==> src/rtl/toggle_event_receiver.sv <==
// ============================================================================
// Module  : toggle_event_receiver
// Purpose : Destination side of a toggle-signalling CDC path. It emits an event
//           pulse, a coalesced event count on valid/ready, and an optional ack.
// Options : define TOGGLE_EVENT_RX_ACK_EN to build the acknowledge toggle
// Revision: 1.0 - initial release
// ============================================================================
`default_nettype none

module toggle_event_receiver #(
  parameter int SYNC_STAGES = 2,
  parameter int CNT_W       = 8
) (
  input  logic             clk_i,
  input  logic             srst_i,
  input  logic             toggle_i,
  output logic             evt_pulse_o,
  output logic             evt_valid_o,
  input  logic             evt_ready_i,
  output logic [CNT_W-1:0] evt_count_o,
  output logic             overflow_o,
  output logic             ack_toggle_o
);

  typedef enum logic [1:0] {
    ST_ARM  = 2'd0,
    ST_IDLE = 2'd1,
    ST_PEND = 2'd2
  } state_t;

  localparam int               ARM_W    = $clog2(SYNC_STAGES + 1);
  localparam logic [ARM_W-1:0] ARM_LAST = ARM_W'(SYNC_STAGES);
  localparam logic [CNT_W-1:0] CNT_MAX  = '1;
  localparam logic [CNT_W-1:0] CNT_ONE  = CNT_W'(1);

  logic [SYNC_STAGES-1:0] sync_q;
  logic                   toggle_q;
  state_t                 state_q;
  logic [ARM_W-1:0]       arm_cnt_q;
  logic [CNT_W-1:0]       pend_q;
  logic                   pulse_q;
  logic                   valid_q;
  logic                   ovf_q;

  logic                   sync_s;
  logic                   flip;
  logic                   hs;
  logic                   at_max;
  logic [CNT_W-1:0]       pend_inc_d;

  assign sync_s     = sync_q[SYNC_STAGES-1];
  // Edges are ignored while arming so a chain still settling after reset never counts.
  assign flip       = (sync_s ^ toggle_q) && (state_q != ST_ARM);
  assign hs         = valid_q & evt_ready_i;
  assign at_max     = (pend_q == CNT_MAX);
  assign pend_inc_d = pend_q + CNT_ONE;

  always_ff @(posedge clk_i) begin
    if (srst_i) begin
      sync_q   <= '0;
      toggle_q <= 1'b0;
    end else begin
      sync_q   <= {sync_q[SYNC_STAGES-2:0], toggle_i};
      toggle_q <= sync_s;
    end
  end

  always_ff @(posedge clk_i) begin
    if (srst_i) begin
      state_q   <= ST_ARM;
      arm_cnt_q <= '0;
      pend_q    <= '0;
      pulse_q   <= 1'b0;
      valid_q   <= 1'b0;
      ovf_q     <= 1'b0;
    end else begin
      pulse_q <= flip;
      case (state_q)
        ST_ARM: begin
          valid_q <= 1'b0;
          pend_q  <= '0;
          if (arm_cnt_q == ARM_LAST) begin
            state_q <= ST_IDLE;
          end else begin
            arm_cnt_q <= arm_cnt_q + ARM_W'(1);
          end
        end
        ST_IDLE: begin
          valid_q <= 1'b0;
          pend_q  <= '0;
          if (flip) begin
            pend_q  <= CNT_ONE;
            valid_q <= 1'b1;
            state_q <= ST_PEND;
          end
        end
        ST_PEND: begin
          if (hs && flip) begin
            // The consumer takes the old count; the new edge starts a fresh one.
            pend_q <= CNT_ONE;
          end else if (hs) begin
            pend_q  <= '0;
            valid_q <= 1'b0;
            state_q <= ST_IDLE;
          end else if (flip) begin
            if (at_max) begin
              ovf_q <= 1'b1;
            end else begin
              pend_q <= pend_inc_d;
            end
          end
        end
        default: begin
          state_q <= ST_ARM;
          valid_q <= 1'b0;
          pend_q  <= '0;
        end
      endcase
    end
  end

  assign evt_pulse_o = pulse_q;
  assign evt_valid_o = valid_q;
  assign evt_count_o = pend_q;
  assign overflow_o  = ovf_q;

`ifdef TOGGLE_EVENT_RX_ACK_EN
  logic ack_q;

  always_ff @(posedge clk_i) begin
    if (srst_i) begin
      ack_q <= 1'b0;
    end else if (hs) begin
      ack_q <= ~ack_q;
    end
  end

  assign ack_toggle_o = ack_q;
`else
  assign ack_toggle_o = 1'b0;
`endif

endmodule

`default_nettype wire
==> config.mk <==
export PLATFORM = sky130hd
export DESIGN_NAME = toggle_event_receiver
export DESIGN_NICKNAME = d
export VERILOG_FILES = /design/src/rtl/toggle_event_receiver.sv
export SDC_FILE = /design/constraint.sdc
export NUM_CORES = 1
export LEC_CHECK = 0
export BUFFER_PORTS_ARGS = -buffer_cell sky130_fd_sc_hd__buf_2
export CAP_MARGIN = 20
export CELL_PAD_IN_SITES_DETAIL_PLACEMENT = 2
export CELL_PAD_IN_SITES_GLOBAL_PLACEMENT = 2
export CORE_MARGIN = 2
export CORE_UTILIZATION = 25
export CTS_BUF_LIST = sky130_fd_sc_hd__clkbuf_16
export CTS_CLUSTER_SIZE = 30
export DETAILED_ROUTE_END_ITERATION = 16
export PLACE_DENSITY_LB_ADDON = 0.1
export SETUP_SLACK_MARGIN = 0.05
export SLEW_MARGIN = 20
export SYNTH_ARGS = -nofsm -noshare
export SYNTH_HDL_FRONTEND = slang
export SYNTH_SLANG_ARGS = --single-unit
==> constraint.sdc <==
create_clock -name clk_i -period 1.8 [get_ports clk_i]
set_input_delay 0.09 -clock clk_i [delete_from_list [all_inputs] [get_ports clk_i]]
set_output_delay 0.09 -clock clk_i [all_outputs]
set_load 0.01 [all_outputs]
==> results.md, run 1 <==
- Status: finished, final reports clean
- Total CTS buffers: 3
- Layout cells sized above 1: between 30% and 40%
- First-pass GRT wire length: ~4400 um
- Total wire length: roughly 2600 um
- Sw Share: 33.02%
- # Max-Cap Violations: 0
- Root Buffer: clkbuf_16
- Worst vdd ir: roughly 350 uV
- GRT Util Overall: roughly 14%
- Top Ports: 16
- Vias in the first global route: 898
- Initial detailed-routing violation count: 18
- WP data required: about 2.0 ns
- Crit path time final: between 1.5 and 2 ns
- WS Path Type: register to register
- Post-synthesis cell count: a little over 100
- Die height: ~64 um
- WL/cell: 15.27 um
- Crit path capture type: register
- Vias after detailed routing: around 860
- Setup-failing EPs final: 0
- Clock slew at reported path FFs: ~0.06 ns
- # H-tree levels: 1
- Routability cong.: approximately 0.74
- Die width: about 64 um
- Largest net degree at the start of global routing: 14
- PwrDens: ~1200 mW/mm^2
- Fin. max-slew vios: 0
- Yosys cell types: 34
- FP Rows: 21
- Mean Syn Cell Area: about 9.0 um^2
- Yosys reg bits: 18
- Achievable Freq: between 0.5 and 0.6 GHz
- Hold Slack: 0.06233 ns
- Initial DRT Pass Iterations: 4
- Leak pwr: between 0.4 and 0.5 nW
- Post-place setup slack: -0.004350 ns
- Nets: around 140
- Final worst path period share: 93.66%
- Worst Setup Slack, final: between 0.1 and 0.15 ns
- Final Util: 35.82%
- Seq pwr share: a little under a third
- Commonest cells after routing, fill and taps aside: 15 x dfxtp_1, 14 x buf_2, 10 x buf_4
- IO Port Bufs: 14
- DRT antenna net count: 0
- Hpwl dp: 1866 um
- Post-synthesis sequential area ratio: 39.72%
- EDFF count, synth: 0
- Syn Nets: about 110
- Post-synth ARST share: 0%
- Total gr overflow: 0
- Hold_buf cts: 0
- Total number of yosys warnings: 0
- Fillers: around 390
- N_diodes: 0
- Initial antenna violation count: 0
- Ys flop type: dfxtp_1
- WP data arrival: roughly 1.9 ns
- DR DRC count: 0
- Core box area: roughly 0.0034 mm^2
- Power consumption: about 1.5 mW
- DR vias/cell: ~5.0
- Worst Skew: 0.001017 ns
- Die Area: between 0.004 and 0.005 mm^2
- CTS sink cnt: 18
- CTS max path bufs: 2
- Clock share of power: between 30% and 40%
- R2R depth: 5
- Commonest non-fill, non-tap cell in the layout: dfxtp_1
- Inst Count DP: between 150 and 200
- CTS tree: done
- Finished Layout Cells: around 170
- Worst Hold Depth: 2
- Netlist Area Pre-Place: approximately 910 um^2
- Internal power: roughly 0.98 mW
- Sw power: about 0.48 mW
- Unrepaired setup endpoints after global routing: true
- Initial Utilization: 26.56%
- Final Hold Fails: 0
- P&R area growth vs syn: 34.90%
- Clk_lat worst skew: about 0.25 ns
- Comb pwr share: 36.6%
- Worst setup SP type: register
- Critical path peak fanout: 6
- Tightest Hold Check Type: input port to register
[synth_stat cells (all sizes together), types with 2 or more instances]
library cell | n | area (um^2)
dfxtp | 18 | 360.4
a21oi | 9 | 45.04
nor2 | 9 | 33.78
ha | 6 | 75.07
o21ai | 6 | 30.03
inv | 4 | 15.01
nand3 | 4 | 20.02
nand4b | 4 | 35.03
nor2b | 4 | 25.02
a211oi | 3 | 22.52
a31oi | 3 | 18.77
and3 | 3 | 20.02
nand2b | 3 | 18.77
buf | 2 | 18.77
clkbuf | 2 | 7.510
nand2 | 2 | 7.510
o211ai | 2 | 15.01
or4 | 2 | 15.01
xnor2 | 2 | 17.52
[through the flow]
step / TNS [ns] / area, um^2
floorplan: 0 / 938.4
global placement: 0 / 1115
detailed placement: -0.004350 / 1115
CTS: 0 / 1200
global route: 0 / 1224
finish: 0 / 1224
[critical path, stage by stage (launching register included)]
cell	delay [ns]
dfxtp_4	0.37
ha_4	0.16
and3_4	0.18
a211o_4	0.36
or4_1	0.42
a21oi_2	0.12
[cell families (layout without fill, tap and decap cells)]
kind of cell / count (synthesis) / count (layout) / synth area share [%]
compound gates: 31 / 31 / 21.93
xor+xnor: 2 / 2 / 1.931
fa+ha+maj: 6 / 6 / 8.276
buf+inv: 8 / 32 / 4.552
flops: 18 / 18 / 39.72
mux: 1 / 1 / 1.103
other cells: 1 / 1 / 0.4134
simple gates: 34 / 34 / 22.07
[flip-flops by register name, summed over array words and instances (netlist names)]
signal	count
sync_q	2
overflow_o	1
state_q	2
toggle_q	1
evt_pulse_o	1
arm_cnt_q	2
evt_count_o	8
evt_valid_o	1
[layer usage]
layer / vias to the layer above / track usage (%) / share of wire [%]
met2: 16 / 22.66 / 46
met4: 0 / 7.181 / 2.2
li1: 417 / - / -
met5: - / 0 / 0
met1: 418 / 17.79 / 48
met3: 5 / 3.169 / 3.8
[layout make-up]
cell class	instances	area [um^2]	share of cell area, %
Clock buffer	3	75.07	6.135
Clock inverter	1	3.754	0.3067
Inverter	4	15.01	1.227
Multi-Input combinational cell	75	560.5	45.81
Sequential cell	18	366.6	29.96
Tap cell	46	57.56	4.703
Timing Repair Buffer	24	145.1	11.86
[power by group through the flow]
stage	combinational [mW]	sequential (mW)	clock, mW
2_1_floorplan	0.306	0.467	0
3_3_place_gp	0.487	0.468	0
3_5_place_dp	0.491	0.474	0
4_1_cts	0.512	0.465	0.476
5_1_grt	0.612	0.473	0.502
6_report	0.538	0.466	0.463
[worst paths after layout]
path | startpoint | end | slack, ns
worst max-delay path | evt_count_o[0]$_SDFFE_PP0P_ | evt_count_o[7]$_SDFFE_PP0P_ | 0.11
worst min-delay path | toggle_i | sync_q[0]$_SDFF_PP0_ | 0.06
worst max register to register | evt_count_o[0]$_SDFFE_PP0P_ | evt_count_o[7]$_SDFFE_PP0P_ | 0.11
worst min register to register | sync_q[0]$_SDFF_PP0_ | sync_q[1]$_SDFF_PP0_ | 0.44
[what timing repair did]
action                                  CTS  global route
resized for setup                         1             6
pin swaps                                 0             1
setup buffers                             0             0
cloned                                    0             0
endpoints found under the setup margin    1             9
Note: power is estimated with default switching activity, not from simulation.
==> run 2, diff against run 1 <==
--- a/config.mk
+++ b/config.mk
@@ -14,7 +14,7 @@
 export CTS_BUF_LIST = sky130_fd_sc_hd__clkbuf_16
 export CTS_CLUSTER_SIZE = 30
 export DETAILED_ROUTE_END_ITERATION = 16
-export PLACE_DENSITY_LB_ADDON = 0.1
+export PLACE_DENSITY = 0.69
 export SETUP_SLACK_MARGIN = 0.05
 export SLEW_MARGIN = 20
 export SYNTH_ARGS = -nofsm -noshare
==> constraint.sdc (replaced) <==
create_clock -name clk_i -period 1.65 [get_ports clk_i]
set_input_delay 0.0825 -clock clk_i [delete_from_list [all_inputs] [get_ports clk_i]]
set_output_delay 0.0825 -clock clk_i [all_outputs]
set_load 0.01 [all_outputs]
==> run 2 against run 1 <==
Net effect: die area did not move; sequential power rose by 8.6%; critical path depth did not move; clock power rose by 8.4%; final area rose by 7.1%; the flow now finishes with violations (setup timing).
==> results.md, run 2 (same netlist as run 1, synthesis figures left out) <==
- Post-place setup slack: -0.01500 ns
- PwrDens: roughly 1300 mW/mm^2
- Worst r2r src: evt_count_o[0]$_SDFFE_PP0P_
- DRT antenna net count: 0
- Vias after detailed routing: between 800 and 900
- Max FFs per register: 8
- Achievable Freq: just over 0.6 GHz
- Fin. max-slew vios: 0
- First-pass GRT wire length: 4864 um
- IO Port Bufs: 14
- Layout cells sized above 1: about two fifths
- WS Path Type: register to register
- FF-to-FF setup slack: -0.003 ns
- Hpwl dp: 2118 um
- Initial antenna violation count: 0
- Final Hold Fails: 0
- Setup-failing EPs final: 1
- R2R depth: 5
- Worst vdd ir: roughly 480 uV
- GRT Util Overall: 15.47%
- Commonest cells after routing, fill and taps aside: 18 x buf_4, 15 x dfxtp_1, 14 x buf_2
- Vias in the first global route: approximately 940
- Worst Hold Depth: 2
- Hold Slack: 0.03721 ns
- Final worst path period share: 100.2%
- Failing checks: setup timing
- # H-tree levels: 1
- DR DRC count: 0
- Worst Setup Slack, final: -0.003030 ns
- Tightest Hold Check Type: input port to register
- Root Buffer: clkbuf_16
- Routability cong.: 0.7902
- # Max-Cap Violations: 0
- Worst Skew: 0.003652 ns
- Crit path time final: between 1.5 and 2 ns
- R2r endpoint: evt_count_o[5]$_SDFFE_PP0P_
- WL/cell: 15.54 um
- Die height: about 64 um
- Worst hold endpoint: sync_q[0]$_SDFF_PP0_
- Largest net degree at the start of global routing: 14
- WP data required: ~1.8 ns
- Leak pwr: between 0.5 and 0.6 nW
- Commonest non-fill, non-tap cell in the layout: buf_4
- Total CTS buffers: 3
- Die width: 64.24 um
- P&R area growth vs syn: 44.41%
- CTS tree: done
- Fillers: 393
- Total wire length: between 2000 and 3000 um
- CTS max path bufs: 2
- Power consumption: 1.670 mW
- Nets: between 100 and 150
- Hold path start: toggle_i
- WP data arrival: ~1.9 ns
- Crit path capture type: register
- Hold_buf cts: 0
- Initial Utilization: between 20% and 30%
- N_diodes: 0
- FP Rows: 21
- DR vias/cell: about 5.0
- Initial DRT Pass Iterations: 4
- Die Area: about 0.0041 mm^2
- Top Ports: 16
- Clock slew at reported path FFs: roughly 0.06 ns
- Core box area: between 0.003 and 0.004 mm^2
- Critical path peak fanout: 8
- Total gr overflow: 0
- Worst setup SP type: register
- Status: complete, but fails checks
- Initial detailed-routing violation count: 32
- Unrepaired setup endpoints after global routing: true
- CTS sink cnt: 18
- Final Util: a little under two fifths
- Clk_lat worst skew: 0.25 ns
-- run 2: what timing repair did --
| item | in CTS | in global routing |
|---|---|---|
| setup endpoints to repair | 5 | 9 |
| pin swaps | 0 | 3 |
| gates resized for setup | 3 | 9 |
| buffers inserted | 0 | 0 |
-- run 2: final cells by class --
class                      instances  area (um^2)  area share (%)
clock buffer                       3        75.07           5.731
clock inverter                     1        3.754          0.2865
inverter                           4        15.01           1.146
multi-input combinational         75        586.8           44.79
sequential                        18        366.6           27.98
tap                               46        57.56           4.393
timing repair buffer              32        205.2           15.66
-- run 2: worst max-delay path, stage by stage (launching register included) --
cell,delay (ns)
dfxtp_4,0.35
ha_4,0.16
and3_4,0.18
a211o_4,0.35
or4_4,0.43
a21oi_2,0.12
-- run 2: how the worst max path moves through the flow --
stage | start | endpoint | slack, ns | cells past startpoint
global placement | state_q[0]$_SDFFE_PP0P_ | state_q[1]$_SDFFE_PP0P_ | 0.04 | 5
finish | evt_count_o[0]$_SDFFE_PP0P_ | evt_count_o[5]$_SDFFE_PP0P_ | -0.003 | 5
detailed placement | evt_count_o[0]$_SDFFE_PP0P_ | evt_count_o[5]$_SDFFE_PP0P_ | -0.01 | 5
CTS | evt_count_o[0]$_SDFFE_PP0P_ | evt_count_o[5]$_SDFFE_PP0P_ | -0.04 | 5
floorplan | evt_count_o[0]$_SDFFE_PP0P_ | evt_count_o[5]$_SDFFE_PP0P_ | -0.07 | 6
global route | evt_count_o[1]$_SDFFE_PP0P_ | evt_count_o[7]$_SDFFE_PP0P_ | -0.05 | 5
-- run 2: metal layers --
layer,routed length [um],vias to the layer above,track usage (%)
met1,1197,434,17.94
met5,0,-,0
li1,-,435,-
met4,51,0,7.181
met3,75,4,2.641
met2,1457,16,27.47
-- run 2: power breakdown --
group / internal (mW) / total [mW] / switching (mW) / leakage [nW]
Sequential: 0.478 / 0.506 / 0.0278 / 0.148
Combinational: 0.315 / 0.662 / 0.348 / 0.324
Clock: 0.323 / 0.502 / 0.179 / 0.0423
Total: 1.12 / 1.67 / 0.554 / 0.515
-- run 2: through the flow --
stage	area, um^2	setup TNS, ns	instances
floorplan	949.7	-0.1358	101
global placement	1182	0	175
detailed placement	1182	-0.03210	175
CTS	1275	-0.06439	179
global route	1310	-0.09727	179
finish	1310	-0.003030	179
==> run 3, diff against run 2 <==
==> constraint.sdc (replaced) <==
create_clock -name clk_i -period 2.1 [get_ports clk_i]
set_input_delay 0.42 -clock clk_i [delete_from_list [all_inputs] [get_ports clk_i]]
set_output_delay 0.42 -clock clk_i [all_outputs]
set_load 0.01 [all_outputs]
==> run 3 against run 2 <==
Net effect: die area is the same; total power shrank 30%; final area shrank 14%; core utilization shrank 5.3 points; critical path type unchanged; cell count shrank 7.3%; the flow now finishes without violations.
==> results.md, run 3 (same netlist as run 1, synthesis figures left out) <==
- Commonest cells after routing, fill and taps aside: 18 x dfxtp_1, 14 x buf_2, 9 x nor2_1, 9 x a21oi_1
- Sw Share: 32.53%
- FP Rows: 21
- Hold_buf cts: 0
- Fin. max-slew vios: 0
- CTS sink cnt: 18
- DRT antenna net count: 0
- Core box area: between 0.003 and 0.004 mm^2
- Largest net degree at the start of global routing: 14
- R2R depth: 5
- Total wire length: around 2600 um
- P&R area growth vs syn: 24.41%
- Initial DRT Pass Iterations: 4
- Total CTS buffers: 3
- Cts repair resizes: 0
- IO Port Bufs: 14
- Worst setup SP type: register
- CTS tree: done
- Achievable Freq: 0.5452 GHz
- Vias after detailed routing: 839
- Least-Margin Pin Slew: ~0.69 ns
- WS Path Type: register to register
- Die height: between 60 and 70 um
- Worst vdd ir: 293.6 uV
- # Max-Cap Violations: 0
- Final Hold Fails: 0
- Die Area: about 0.0041 mm^2
- Clock share of power: between 30% and 40%
- Vias in the first global route: a little under 900
- Commonest non-fill, non-tap cell in the layout: dfxtp_1
- CTS max path bufs: 2
- Met3 usage: under 10%
- Critical path peak fanout: 6
- Hpwl dp: between 1500 and 2000 um
- WP data arrival: about 2 ns
- Flip-flop and latch area: approximately 360 um^2
- Tightest Hold Check Type: input port to register
- WL/cell: between 15 and 20 um
- Post-place setup slack: roughly 0.28 ns
- Most used routing layer: met2
- Worst Skew: about 0.0014 ns
- Unrepaired setup endpoints after global routing: false
- N_diodes: 0
- Crit path capture type: register
- Footprint of the multi-input gates: ~510 um^2
- DR vias/cell: a little over 5
- Nets: between 100 and 150
- Root Buffer: clkbuf_16
- Leak pwr: around 0.44 nW
- Internal power: ~0.79 mW
- Worst r2r src: state_q[0]$_SDFFE_PP0P_
- Total gr overflow: 0
- DR DRC count: 0
- Initial antenna violation count: 0
- Setup-failing EPs final: 0
- CP Launch Point: state_q[0]$_SDFFE_PP0P_
- # H-tree levels: 1
- GRT Util Overall: between 10% and 20%
- Met2 Use GR: 23.96%
- Grt met1 use: about 16%
- Comb pwr share: between 30% and 40%
- Layout cells sized above 1: 22.50%
- Status: finished, final reports clean
- Top Ports: 16
- Die width: approximately 64 um
- Worst Hold Depth: 2
- Final TNS setup: 0 ns
- Worst Setup Slack, final: roughly 0.27 ns
- Final worst path period share: a little under 90%
- Fillers: about 400
- Max FFs per register: 8
- Initial detailed-routing violation count: 31
- Clk_lat worst skew: ~0.25 ns
- Hold path start: toggle_i
- First-pass GRT wire length: about 4400 um
- Seq pwr share: 34.2%
- PwrDens: slightly above 1000 mW/mm^2
- Clock slew at reported path FFs: ~0.050 ns
- Sw power: around 0.38 mW
- Initial Utilization: 26.56%
- Post-CTS Setup Bufs: 0
- Crit path time final: 1.834 ns
- Routability cong.: ~0.75
- Relative slew slack: 53.69%
- WP data required: 2.28 ns
[run 3: cell types whose count changed in the layout (fill, tap and decap cells not counted), sizes merged]
cell	before	now
buf	32	20
inv	5	4
[run 3: area by class of cell]
class / count / share of cell area [%]
Tap cell: 46 / 5.100
Timing Repair Buffer: 20 / 10.20
Clock buffer: 3 / 6.652
Inverter: 4 / 1.330
Sequential cell: 18 / 31.93
Multi-Input combinational cell: 75 / 44.79
[run 3: worst paths after layout]
| check | endpoint | slack [ns] |
|---|---|---|
| worst max-delay path | evt_count_o[7]$_SDFFE_PP0P_ | 0.27 |
| worst min-delay path | sync_q[0]$_SDFF_PP0_ | 0.38 |
| worst max register to register | evt_count_o[7]$_SDFFE_PP0P_ | 0.27 |
| worst min register to register | sync_q[1]$_SDFF_PP0_ | 0.46 |
[run 3: stage by stage]
step	total power, mW	hold WS [ns]	instances	area (um^2)	util (%)
3_5_place_dp	0.7963	0.4544	163	1054	30.84
4_1_cts	1.185	0.3806	166	1129	33.04
3_3_place_gp	0.7759	0.4238	163	1054	30.84
6_report	1.165	0.3806	166	1129	33.04
5_1_grt	1.245	0.4175	166	1129	33.04
2_1_floorplan	0.6583	0.4138	101	907.1	-
[run 3: critical path: stages (launching register included)]
cell	delay, ns
dfxtp_1	0.38
inv_1	0.08
ha_1	0.29
a211o_1	0.34
or4_1	0.51
a21oi_1	0.16
[run 3: layer usage]
metal	vias to the layer above	routed length, um
li1	408	-
met1	409	1109
met2	17	1318
met3	5	98
met4	0	46
met5	-	0
[run 3: power groups by stage]
stage / registers (mW) / clock network, mW / logic, mW
after floorplan: 0.401 / 0 / 0.257
after global placement: 0.402 / 0 / 0.373
after detailed placement: 0.406 / 0 / 0.390
after CTS: 0.399 / 0.393 / 0.394
after global routing: 0.404 / 0.406 / 0.435
final: 0.398 / 0.384 / 0.383
